## config.mk

```make
export PLATFORM = sky130hd
export DESIGN_NAME = wbc_dec
export DESIGN_NICKNAME = d
export VERILOG_FILES = /design/src/rtl/wbc_dec.sv
export SDC_FILE = /design/constraint.sdc
export NUM_CORES = 1
export LEC_CHECK = 0
export BUFFER_PORTS_ARGS = -buffer_cell sky130_fd_sc_hd__buf_2
export CELL_PAD_IN_SITES_DETAIL_PLACEMENT = 0
export CELL_PAD_IN_SITES_GLOBAL_PLACEMENT = 1
export CORE_ASPECT_RATIO = 2
export CORE_MARGIN = 2
export CORE_UTILIZATION = 28
export CTS_CLUSTER_DIAMETER = 30
export DETAILED_ROUTE_END_ITERATION = 7
export PLACE_DENSITY = 0.85
export SYNTH_ARGS = -nofsm -noshare
export SYNTH_HDL_FRONTEND = slang
export SYNTH_SLANG_ARGS = --single-unit
export TNS_END_PERCENT = 10
```

## constraint.sdc

```tcl
create_clock -name wb_clk_i -period 6 [get_ports wb_clk_i]
set_clock_uncertainty 0.05 [all_clocks]
set_input_delay 0.6 -clock wb_clk_i [delete_from_list [all_inputs] [get_ports wb_clk_i]]
set_output_delay 0.6 -clock wb_clk_i [all_outputs]
set_load 0.02 [all_outputs]
```

## src/rtl/wbc_dec.sv

```systemverilog
// Wishbone address decoder with bus-timeout watchdog: routes CPU cycles to RAM or the I/O page,
// errors unmapped or unanswered cycles for one clock and records the faulting address.
module wbc_dec #(
  parameter logic [15:0] RAM_TOP  = 16'h4000,
  parameter logic [15:0] IO_BASE  = 16'hE000,
  parameter int          TIMEOUT  = 16,
  parameter int          TO_WIDTH = 6
) (
  input  logic        wb_clk_i,
  input  logic        wb_rst_i,
  input  logic [15:0] m_adr_i,
  input  logic [15:0] m_dat_i,
  output logic [15:0] m_dat_o,
  input  logic        m_cyc_i,
  input  logic        m_stb_i,
  input  logic        m_we_i,
  input  logic [1:0]  m_sel_i,
  output logic        m_ack_o,
  output logic        m_err_o,
  output logic        ram_cyc_o,
  output logic        ram_stb_o,
  input  logic        ram_ack_i,
  input  logic [15:0] ram_dat_i,
  output logic        io_cyc_o,
  output logic        io_stb_o,
  input  logic        io_ack_i,
  input  logic [15:0] io_dat_i,
  output logic [15:0] err_adr_o
);

  typedef enum logic [1:0] {IDLE, BUSY, ERR, DRAIN} state_t;

  state_t              state, state_next;
  logic [TO_WIDTH-1:0] cnt, cnt_next;
  logic                req, ram_hit, io_hit, unmapped, sel_ack, active;

  // Data, write-enable and byte selects go to the slaves on their own wiring, not through here.
  logic unused_fwd;
  assign unused_fwd = ^{m_dat_i, m_we_i, m_sel_i};

  assign req      = m_cyc_i & m_stb_i;
  assign ram_hit  = (m_adr_i < RAM_TOP);
  assign io_hit   = !ram_hit && (m_adr_i >= IO_BASE);
  assign unmapped = !ram_hit && !io_hit;
  assign sel_ack  = (ram_hit & ram_ack_i) | (io_hit & io_ack_i);
  assign active   = ((state == IDLE) || (state == BUSY)) && !wb_rst_i;

  assign ram_cyc_o = m_cyc_i & ram_hit;
  assign io_cyc_o  = m_cyc_i & io_hit;
  assign ram_stb_o = active & req & ram_hit;
  assign io_stb_o  = active & req & io_hit;
  assign m_ack_o   = active & req & sel_ack;
  assign m_err_o   = (state == ERR) && !wb_rst_i;

  always_comb begin
    m_dat_o = 16'h0000;
    if (ram_hit)
      m_dat_o = ram_dat_i;
    else if (io_hit)
      m_dat_o = io_dat_i;
  end

  always_comb begin
    state_next = state;
    cnt_next   = cnt;
    case (state)
      IDLE: begin
        if (req && !sel_ack) begin
          if (unmapped) begin
            state_next = ERR;
          end else begin
            state_next = BUSY;
            cnt_next   = TO_WIDTH'(1);
          end
        end
      end
      BUSY: begin
        // An ack in the expiry cycle takes priority over the timeout.
        if (!req || sel_ack) begin
          state_next = IDLE;
          cnt_next   = '0;
        end else if (cnt == TO_WIDTH'(TIMEOUT - 1)) begin
          state_next = ERR;
          cnt_next   = '0;
        end else begin
          cnt_next = cnt + TO_WIDTH'(1);
        end
      end
      ERR: begin
        cnt_next   = '0;
        state_next = req ? DRAIN : IDLE;
      end
      DRAIN: begin
        if (!req) state_next = IDLE;
      end
      default: begin
        state_next = IDLE;
        cnt_next   = '0;
      end
    endcase
  end

  always_ff @(posedge wb_clk_i) begin
    if (wb_rst_i) begin
      state     <= IDLE;
      cnt       <= '0;
      err_adr_o <= 16'h0000;
    end else begin
      state <= state_next;
      cnt   <= cnt_next;
      if (state == ERR) err_adr_o <= m_adr_i;
    end
  end

endmodule

```

Word level (Yosys, flattened, before mapping)
Index checks and enable logic that the tools add are counted.
W data, S select, Z words.
- flip-flop bits (word level): 24
- bits of input ports: 73
- output and inout port bits: 38
- add/sub/neg operators: 1
- order comparisons: 2
- equality and inequality tests: 8
- multiplexer cells: 14
- bitwise logic cells: 10
- reduce and logical (&&, ||, !) cells: 16
- operators by type and width (cell ; number):
    $mux W16 ; 2
    $mux W6 ; 4
    $pmux W6 S3 ; 1
    $ge A16 B16 Y1 const B ; 1
    $lt A16 B15 Y1 const B ; 1
    $mux W2 ; 6
    $and A1 B1 Y1 ; 9
    $pmux W2 S4 ; 1
    $add A6 B1 Y6 const B ; 1
    $eq A6 B4 Y1 const B ; 1
    $reduce_and A3 Y1 ; 2
    $logic_and A1 B1 Y1 ; 5
    $logic_not A1 Y1 ; 5
    $eq A2 B2 Y1 const B ; 2
    $ne A2 B2 Y1 const B ; 2
    $ne A3 B1 Y1 const B ; 1
    $reduce_bool A3 Y1 ; 1
    $eq A2 B1 Y1 const B ; 1
    $logic_not A2 Y1 ; 1
    $logic_or A1 B1 Y1 ; 2
    $ne A2 B1 Y1 const B ; 1
    $or A1 B1 Y1 ; 1

Depth between registers and ports, before layout
Gate-level depths: netlist (run 1).
- depth in word-level cells: 9
- mapped depth: 6

Worst setup path after synthesis (run 1)
No wires, ideal clock.
- kind: flip-flop to output port
- from: reg state[0]
- to: out m_err_o
- arrival: 1654 ps
- path slack: 3696 ps
- stages on the path, launching flop included: 6
- path buffers: 2
- path through: dfxtp_1 -> inv_1 -> ha_1 -> clkbuf_1 -> buf_2 -> nor2b_1
- cells in the longest elaborated chain, start to end: 2
- ends and longest elaborated chain (what ; RTL line ; RTL):
    start, declared ; 33 ; state_t state, state_next;
    start signal, assigned ; 109 ; state <= state_next;
    $eq A2 B2 Y1 ; 53 ; assign m_err_o = (state == ERR) && !wb_rst_i;
    $logic_and A1 B1 Y1 ; 53 ;
    end, declared ; 19 ; output logic m_err_o,
No other way between the ends.

Worst setup path in the final report (run 1)
- from: in m_adr_i[15]
- to: out m_dat_o[9]
- cells in the longest elaborated chain, start to end: 5
- elaborated cells on any way between the ends: 6
- classes of those cells: order compare: 2; mux: 2; reduce/logical: 2
- ends and longest elaborated chain (what ; RTL line ; RTL):
    start, declared ; 11 ; input logic [15:0] m_adr_i,
    $lt A16 B15 Y1 ; 42 ; assign ram_hit = (m_adr_i < RAM_TOP);
    $logic_not A1 Y1 ; 43 ; assign io_hit = !ram_hit && (m_adr_i >= IO_BASE);
    $logic_and A1 B1 Y1 ; 43 ;
    $mux W16 ; 59 ; else if (io_hit)
    $mux W16 (*) ; 57 ; if (ram_hit)
    end, declared ; 13 ; output logic [15:0] m_dat_o,
Every way passes the cells marked *; elsewhere a longest branch is shown, timed or not.

==> reports/metrics.cfg, run 1 <==
[outcome]
status = complete, no violations

[setup_path]
crit_start = m_adr_i[15]
worstSetupEndpointType = primary output
worstPathArrival_ns = 2.06
crit_path_end = m_dat_o[9]
reg2reg_depth = 6
r2r-end = state[1]
critical_path.startpoint_type = input port
critical_path_class = in -> out
reg2reg_slack_ns = 3.90
reg2reg_from = cnt[0]
cp_max_fo = 18
critPathRequiredTime_ns = 5.35

[yosys]
yosys.area_share.adder_pct = 5.495
synthCells = 149
synth_edf_count = 0
ys_seq_area_share_pct = 35.16
synth_async_sr_flop_share_pct = 0
yosysWarnings = 0
synth_mux_area_share_pct = 11.72
synth-main-ff-cell = dfxtp_1
synth_compound_area_share_pct = 22.44
synth_top_family_by_area = compound AO/OA/AOI/OAI gates
syn_nets = 228
ys_types = 37
synth-simple-area-share_pct = 21.98
ys_ff_latch = 24
avgSynthCellArea_um2 = 9.170
synth-xor-area-share_pct = 0
synth_area_mm2 = 0.001366

[clock_tree]
cts_resized = 0
holdBufCountCts = 0
numCtsBuffers = 3
clockRootBuffer = clkbuf_8
post_cts_buffers = 0
clkSinkCount = 24
clk_pin_slew_ns = 0.08
insertion_delay_ns = 0.26
cts_buffer_depth = 2
htreeDepth = 1
cts_tree = built

[pwr]
powerDensity_mw_per_mm2 = 338.1
p_int_mw = 0.3888
p_seq_share_pct = 33.7
p_leak_nw = 0.9436
power_switching_mw = 0.2613
p_total_mw = 0.6501
power.clock.fraction_pct = 16.5
combPwrFrac_pct = 49.8
ir_drop_mv = 0.1982
swShare_pct = 40.20

[floorplan]
ios = 111
die_width_um = 53.40
core_mm2 = 0.004775
initial_core_util_pct = 28.62
die_h_um = 102.8
rows = 36
die-area_mm2 = 0.005488

[finish]
finalInstanceArea_mm2 = 0.001923
fin_nets = 317
postLayoutCoreUtil_pct = 40.28
diodes = 0
fin_cells = 294
drive_above_1_share_pct = 43.88
fillCellCount = 528
layout_commonest_cell = buf_2
area_growth_pct = 40.75
final_cell_mix = buf_2 (91), dfxtp_1 (24), nor2_1 (22)

[global_routing]
first_global_vias = 1389
grtUsageTotal_pct = 14.43
grt_max_degree = 26
grt_antenna_before_repair = 0
overflow = 0
grt_pass1_wl_mm = 6.189

[drt]
wl_per_cell_um = 13.15
vias = 1457
wl_mm = 3.866
drtAntennaViolNets = 0
drtIter0Drc = 29
drc_errors = 0
avgViaCountPerCell = 4.956
first_pass_iters = 4

[sta]
final.setup.tns_ns = 0
slew_headroom_pct = 22.22
drv_slew = 0
final.min_clock_period_ns = 2.705
period_share_pct = 45.09
worst_slack_ns = 3.295
rsz0062_at_grt = no
worst_slew_pin_slew_ns = 1.162
finalHoldViolCount = 0
setup_viol = 0
whs_ns = 0.4247
fmaxAchievable_ghz = 0.3697

[place]
gp_congestion = 0.9164
detailed_place.area_mm2 = 0.001868
dp_slack_ns = 3.240
hpwl_mm = 3.083
io_buffer_count = 91
dp.cells = 290

[flow_run]
cap_violations = 0

[min_path]
hold_class = reg -> reg

[cell usage after synthesis (2+ instances only)]
cell       n  share of area [%]
and3_1     2               0.92
mux2i_1   16                 12
nor2_1    22                6.0
clkbuf_1   5                1.4
buf_2      2               0.73
a22o_1    16                 10
nor4b_1    2                1.3
ha_1       6                5.5
inv_1      3               0.82
nand3_1    5                1.8
o21ai_0    3                1.1
nor3_1     5                1.8
nand4_1    2               0.92
a21oi_1    9                3.3
and2_1     3                1.4
dfxtp_1   24                 35
nand2_1    4                1.1
[worst max-delay path, cell delays in order]
cell and delay (ns):
buf_2 0.14, nor2_1 0.89, a22o_1 0.26, buf_2 0.17
[flip-flops by register name (all words and copies together) (netlist names)]
| name | count |
|---|---|
| err_adr_o | 16 |
| cnt | 6 |
| state | 2 |
[cell type report]
type                    count  area (um2)  share of cell area, %
inverters                   3       11.26                 0.5856
well taps                  57       71.32                  3.709
multi-input cells         114       842.1                  43.79
repair buffers             92       462.9                  24.07
clock buffers               4       55.05                  2.863
flip-flops and latches     24       480.5                  24.98
[power by group through the flow]
stage          clock network (mW)  logic [mW]  registers (mW)
2_1_floorplan                   0       0.203           0.251
3_3_place_gp                    0       0.318           0.220
3_5_place_dp                    0       0.327           0.222
4_1_cts                     0.113       0.328           0.219
5_1_grt                     0.118       0.355           0.224
6_report                    0.107       0.324           0.219
[cell families after synthesis]
| logic type | count (synthesis) |
|---|---|
| adders and majority gates | 6 |
| buffers and inverters | 11 |
| and+or+nand+nor | 54 |
| muxes | 16 |
| AOI/OAI and AO/OA | 38 |
| DFF | 24 |
[per-layer routing]
layer	track usage, %	wire length [um]
met5	0	0
met4	3.550	9
met3	2.609	294
met2	24.41	1907
met1	18.51	1654
[worst min-delay path by stage]
stage                      start  endpoint  slack [ns]  cells after the start
after detailed placement  cnt[1]    cnt[1]        0.42                      2
final                     cnt[1]    cnt[1]        0.42                      2
after global routing      cnt[1]    cnt[1]        0.46                      2
after floorplan           cnt[1]    cnt[1]        0.39                      2
after CTS                 cnt[1]    cnt[1]        0.43                      2
after global placement    cnt[1]    cnt[1]        0.41                      2
No activity file was read; power rests on OpenSTA's default activity.
==> run 2, diff against run 1 <==
ABC_AREA = 1   (was unset)
CORE_UTILIZATION = 25   (was 28)
PLACE_DENSITY = 0.82   (was 0.85)
clock period = 2.55 ns   (was 6 ns; I/O delays follow)
==> run 2 against run 1 <==
Net effect:
- global-route usage down 1.9 points
- register-to-register slack worse by 3.2 ns
- flip-flop and latch count unchanged
- core utilization down 3.3 points
- largest power group unchanged
- combinational power rose to 2.8 times the previous value
- first-iteration DRC count down 24%
- synthesized cell count up 51%
- non-clock buffer count up 2
- critical path depth up 2
- critical endpoint is now m_err_o
- final area up 5.1%
==> reports/metrics.cfg, run 2 <==
[pwr]
powerDensity_mw_per_mm2 = 911.5  ; +170%
p_leak_nw = 1.150  ; +22%
ir_drop_mv = 0.6750  ; +240%

[setup_path]
critPathRequiredTime_ns = 2.25  ; -3.10 ns
critical_path.startpoint_type = flop
critical_path_class = reg -> out
worstSetupEndpointType = primary output
worstPathArrival_ns = 1.67  ; -0.39 ns
cp_max_fo = 10  ; -8

[drt]
drtAntennaViolNets = 0  ; unchanged
vias = 1662  ; +14%
wl_per_cell_um = 10.50  ; -20%
avgViaCountPerCell = 4.420  ; -11%
drtIter0Drc = 22  ; -24%
wl_mm = 3.949  ; +2.1%
drc_errors = 0  ; unchanged
first_pass_iters = 4  ; unchanged

[clock_tree]
insertion_delay_ns = 0.26  ; about the same
htreeDepth = 1  ; unchanged
holdBufCountCts = 0  ; unchanged
numCtsBuffers = 3  ; unchanged
cts_tree = built
cts_resized = 0  ; unchanged
clk_pin_slew_ns = 0.08  ; about the same
clockRootBuffer = clkbuf_8
clkSinkCount = 24  ; unchanged
cts_buffer_depth = 2  ; unchanged
post_cts_buffers = 0  ; unchanged

[yosys]
synth_area_mm2 = 0.001425  ; +4.3%
yosysWarnings = 0  ; unchanged
ys_ff_latch = 24  ; unchanged
synth_top_family_by_area = simple AND/OR/NAND/NOR gates
ys_top_cells_by_count = nor2_1 (51), nand2_1 (39), o21ai_0 (34)
yosys.area_share.adder_pct = 5.268  ; -0.23 points
synth_async_sr_flop_share_pct = 0  ; unchanged
syn_nets = 304  ; +33%
synth-xor-area-share_pct = 0.6146  ; +0.61 points
avgSynthCellArea_um2 = 6.334  ; -31%
synth-main-ff-cell = dfxtp_1
synthCells = 225  ; +51%
yosysTopAreaCellShare_pct = 33.71  ; -1.5 points
ys_seq_area_share_pct = 33.71  ; -1.5 points
yosysMostFrequentCell = nor2_1
ys_types = 24  ; -35%
synth_mux_area_share_pct = 0  ; -12 points
synth_largest_area_cell = dfxtp_1
synth_area_leaders = dfxtp_1 (34%), nor2_1 (13%), o21ai_0 (12%)
synth_edf_count = 0  ; unchanged
synth_compound_area_share_pct = 16.94  ; -5.5 points
synth-simple-area-share_pct = 32.57  ; +11 points

[place]
gp_congestion = 0.7141  ; -22%
hpwl_mm = 3.198  ; +3.7%
io_buffer_count = 91  ; unchanged
dp.cells = 372  ; +28%

[global_routing]
grt_pass1_wl_mm = 6.637  ; +7.2%
grtUsageTotal_pct = 12.52  ; -1.9 points
first_global_vias = 1562  ; +12%
grt_max_degree = 23  ; -12%
grt_antenna_before_repair = 0  ; unchanged
overflow = 0  ; unchanged

[flow_run]
cap_violations = 0  ; unchanged

[sta]
final.setup.tns_ns = 0  ; unchanged
setup_viol = 0  ; unchanged
final.min_clock_period_ns = 1.979
worst_slew_pin_slew_ns = 0.4541  ; -0.7083 ns
finalHoldViolCount = 0  ; unchanged
whs_ns = 0.1313  ; -0.2934 ns
drv_slew = 0  ; unchanged
fmaxAchievable_ghz = 0.5053
rsz0062_at_grt = no
slew_headroom_pct = 69.65  ; +47 points
period_share_pct = 77.61

[finish]
largest_reg_flops = 16  ; unchanged
largestRegisters = err_adr_o (16), cnt (6), state (2)
drive_above_1_share_pct = 34.18  ; -9.7 points
fin_cells = 376  ; +28%
layout_commonest_cell = buf_2
area_growth_pct = 41.88
diodes = 0  ; unchanged
final_cell_mix = buf_2 (91), nor2_1 (51), nand2_1 (39)
multi_input_area_um2 = 789.5  ; -6.2%
ff_latch_area_um2 = 480.5  ; unchanged
fin_nets = 396  ; +25%
postLayoutCoreUtil_pct = 36.98  ; -3.3 points
top_register = err_adr_o
fillCellCount = 628  ; +19%

[floorplan]
rows = 38  ; +5.6%
die_h_um = 110.8  ; +7.8%
die-area_mm2 = 0.006357  ; +16%
core_mm2 = 0.005468  ; +15%
initial_core_util_pct = 26.06  ; -2.6 points
die_width_um = 57.39  ; +7.5%
ios = 111  ; unchanged

[outcome]
status = complete, no violations

[min_path]
hold_class = in -> reg

run 2: final timing paths:
check / startpoint / depth (start not counted) / slack, ns / endpoint
max: state[0] / 6 / 0.57 / m_err_o
min: wb_rst_i / 2 / 0.13 / state[0]
max reg2reg: state[0] / 10 / 0.75 / cnt[4]
min reg2reg: err_adr_o[2] / 2 / 0.44 / err_adr_o[2]
run 2: routing by layer:
metal | global-route usage, % | wire [um]
met3 | 1.400 | 301
met5 | 0 | 0
met4 | 5.116 | 75
met2 | 24.85 | 2145
met1 | 12.11 | 1427
run 2: cell families after synthesis:
logic type,count (synthesis)
XOR/XNOR,1
buffers and inverters,41
AO/OA/AOI/OAI,45
flip-flops,24
AND/OR/NAND/NOR,108
adder cells (fa/ha/maj),6
run 2: through the flow:
step                      power (mW)  worst slack [ns]  instance area (um2)
after floorplan                1.235            0.8392                 1425
after global placement         1.523            0.7455                 1951
after detailed placement       1.537            0.7359                 1951
after CTS                      1.874            0.5435                 2022
after global routing           2.012            0.4455                 2022
final                          1.843            0.5710                 2022
run 2: power by group:
part / switching, mW / internal, mW
registers: 0.0788 / 0.513
clock network: 0.120 / 0.210
logic: 0.600 / 0.321
total: 0.799 / 1.04
run 2: worst max-delay path: stages, from the launching register on:
cell and delay [ns]:
dfxtp_1 0.35, inv_1 0.11, ha_1 0.18, clkinv_1 0.25
buf_4 0.27, nor2_1 0.08, buf_2 0.17
run 2: cell type report:
cell class              instances  share of cell area (%)
well taps                      60                   3.713
multi-input cells             160                   39.05
clock buffers                   3                   2.042
clock inverters                 1                   1.485
inverters                      34                   6.312
repair buffers                 94                   23.64
flip-flops and latches         24                   23.76
==> run 3, diff against run 2 <==
clock period = 1.9 ns   (was 2.55 ns; I/O delays follow)
==> run 3 against run 2 <==
Net effect:
- flip-flop and latch count unchanged
- via count up 1.4%
- combinational power up 43%
- critical endpoint is now m_ack_o
==> reports/metrics.cfg, run 3 (synthesized netlist as in run 2, its figures left out) <==
[finish]
multi_input_area_um2 = 792.0  ; +0.32%
layout_commonest_cell = buf_2
final_cell_mix = buf_2 (90), nor2_1 (51), nand2_1 (39)
top_register = err_adr_o
fillCellCount = 595  ; -5.3%
drive_above_1_share_pct = 36.34  ; +2.2 points
largest_reg_flops = 16  ; unchanged
ff_latch_area_um2 = 483.0  ; +0.52%
fin_nets = 402  ; +1.5%
area_growth_pct = 45.57
largestRegisters = err_adr_o (16), cnt (6), state (2)
diodes = 0  ; unchanged
postLayoutCoreUtil_pct = 37.94  ; +0.96 points

[min_path]
hp-start = wb_rst_i
min_to = state[0]
hold_class = in -> reg
min_path_cells = 2  ; unchanged

[sta]
finalHoldViolCount = 0  ; unchanged
worst_slack_ns = 0.1198  ; -0.4512 ns
worst_slew_pin_slew_ns = 0.2801  ; -0.1740 ns
final.setup.tns_ns = 0  ; unchanged
final.min_clock_period_ns = 1.780
setup_viol = 0  ; unchanged
slew_headroom_pct = 81.24  ; +12 points
drv_slew = 0  ; unchanged
rsz0062_at_grt = no
period_share_pct = 93.70
fmaxAchievable_ghz = 0.5617

[pwr]
p_total_mw = 2.558  ; +39%
p_int_mw = 1.464  ; +40%
p_leak_nw = 1.179  ; +2.5%
power_switching_mw = 1.094  ; +37%
ir_drop_mv = 0.9526  ; +41%
combPwrFrac_pct = 51.7  ; +1.7 points
power.clock.fraction_pct = 17.3  ; -0.6 points
p_seq_share_pct = 31.0  ; -1.1 points
swShare_pct = 42.76  ; -0.62 points
powerDensity_mw_per_mm2 = 1233  ; +35%

[floorplan]
die-area_mm2 = 0.006357  ; unchanged
rows = 38  ; unchanged
ios = 111  ; unchanged
core_mm2 = 0.005468  ; unchanged
initial_core_util_pct = 26.06  ; unchanged
die_h_um = 110.8  ; unchanged
die_width_um = 57.39  ; unchanged

[drt]
avgViaCountPerCell = 4.411  ; -0.21%
highest_layer = met4
wl_met3_um = 274  ; -9.0%
dr_wl_met2_mm = 2.208  ; +2.9%
vias = 1685  ; +1.4%
wl_per_cell_um = 10.42  ; -0.80%
drc_errors = 0  ; unchanged
wl_met1_mm = 1.422  ; -0.35%
drtIter0Drc = 25  ; +14%
first_pass_iters = 4  ; unchanged
drtAntennaViolNets = 0  ; unchanged
wl_mm = 3.980  ; +0.79%

[setup_path]
cp_max_fo = 5  ; -5
reg2reg_depth = 10  ; unchanged
critPathRequiredTime_ns = 1.66  ; -0.59 ns
worstSetupEndpointType = primary output
reg2reg_from = state[0]
worstPathArrival_ns = 1.54  ; -0.13 ns
critical_path_class = reg -> out
critical_path.startpoint_type = flop
r2r-end = cnt[4]
reg2reg_slack_ns = 0.37  ; -0.38 ns

[clock_tree]
clockRootBuffer = clkbuf_8
clk_pin_slew_ns = 0.08  ; about the same
cts_buffer_depth = 2  ; unchanged
clkSinkCount = 24  ; unchanged
numCtsBuffers = 3  ; unchanged
cts_tree = built
htreeDepth = 1  ; unchanged
insertion_delay_ns = 0.26  ; about the same

[global_routing]
overflow = 0  ; unchanged
first_global_vias = 1590  ; +1.8%
grt_max_degree = 23  ; unchanged
grtUsageTotal_pct = 12.40  ; -0.11 points
grt_antenna_before_repair = 0  ; unchanged
grt_pass1_wl_mm = 6.582  ; -0.83%

[place]
gp_congestion = 0.7445  ; +4.3%
dp_slack_ns = 0.2478  ; -0.4881 ns
hpwl_mm = 3.218  ; +0.61%
io_buffer_count = 91  ; unchanged

[outcome]
status = complete, no violations

[flow_run]
cap_violations = 0  ; unchanged

-- run 3: per-stage QoR --
stage	area, um2	cells	hold slack, ns
final	2074	382	0.04429
after global routing	2074	382	0.06335
after CTS	2044	379	0.04440
after detailed placement	1973	375	0.3356
after global placement	1973	375	0.3298
after floorplan	1425	225	0.2115
-- run 3: power by group through the flow --
stage / logic, mW / clock network (mW) / registers, mW
2_1_floorplan: 0.699 / 0 / 0.958
3_3_place_gp: 1.27 / 0 / 0.799
3_5_place_dp: 1.28 / 0 / 0.808
4_1_cts: 1.29 / 0.464 / 0.798
5_1_grt: 1.49 / 0.476 / 0.820
6_report: 1.32 / 0.443 / 0.793
-- run 3: worst max-delay path, stage by stage (launching register included) --
cell and delay (ns):
dfxtp_2 0.34, inv_1 0.07, ha_2 0.19, buf_4 0.15, o211ai_1 0.28, a21oi_1 0.08, buf_4 0.17
-- run 3: timing repair --
item	in CTS	in global routing
buffers inserted	0	3
setup endpoints to repair	0	3
hold buffers	0	0
resized for setup	0	4
-- run 3: final cells by class --
| type | instances | area share, % |
|---|---|---|
| Multi-Input combinational cell | 160 | 38.18 |
| Timing Repair Buffer | 100 | 25.33 |
| Sequential cell | 24 | 23.28 |
| Inverter | 34 | 6.152 |
| Tap cell | 60 | 3.619 |
| Clock buffer | 3 | 1.990 |
| Clock inverter | 1 | 1.448 |
-- run 3: worst max path at each step --
stage                         end     start  slack (ns)
after floorplan           m_err_o  state[0]        0.25
after detailed placement   cnt[4]  state[0]        0.25
after CTS                 m_ack_o  state[0]        0.01
after global routing      m_ack_o  state[1]        0.01
after global placement     cnt[4]  state[0]        0.28
final                     m_ack_o  state[0]        0.12
-- run 3: metal layers --
| layer | vias up | GRT usage [%] |
|---|---|---|
| met5 | - | 0 |
| met4 | 0 | 4.651 |
| met3 | 7 | 1.167 |
| met2 | 71 | 25.68 |
| met1 | 713 | 11.33 |
| li1 | 894 | - |
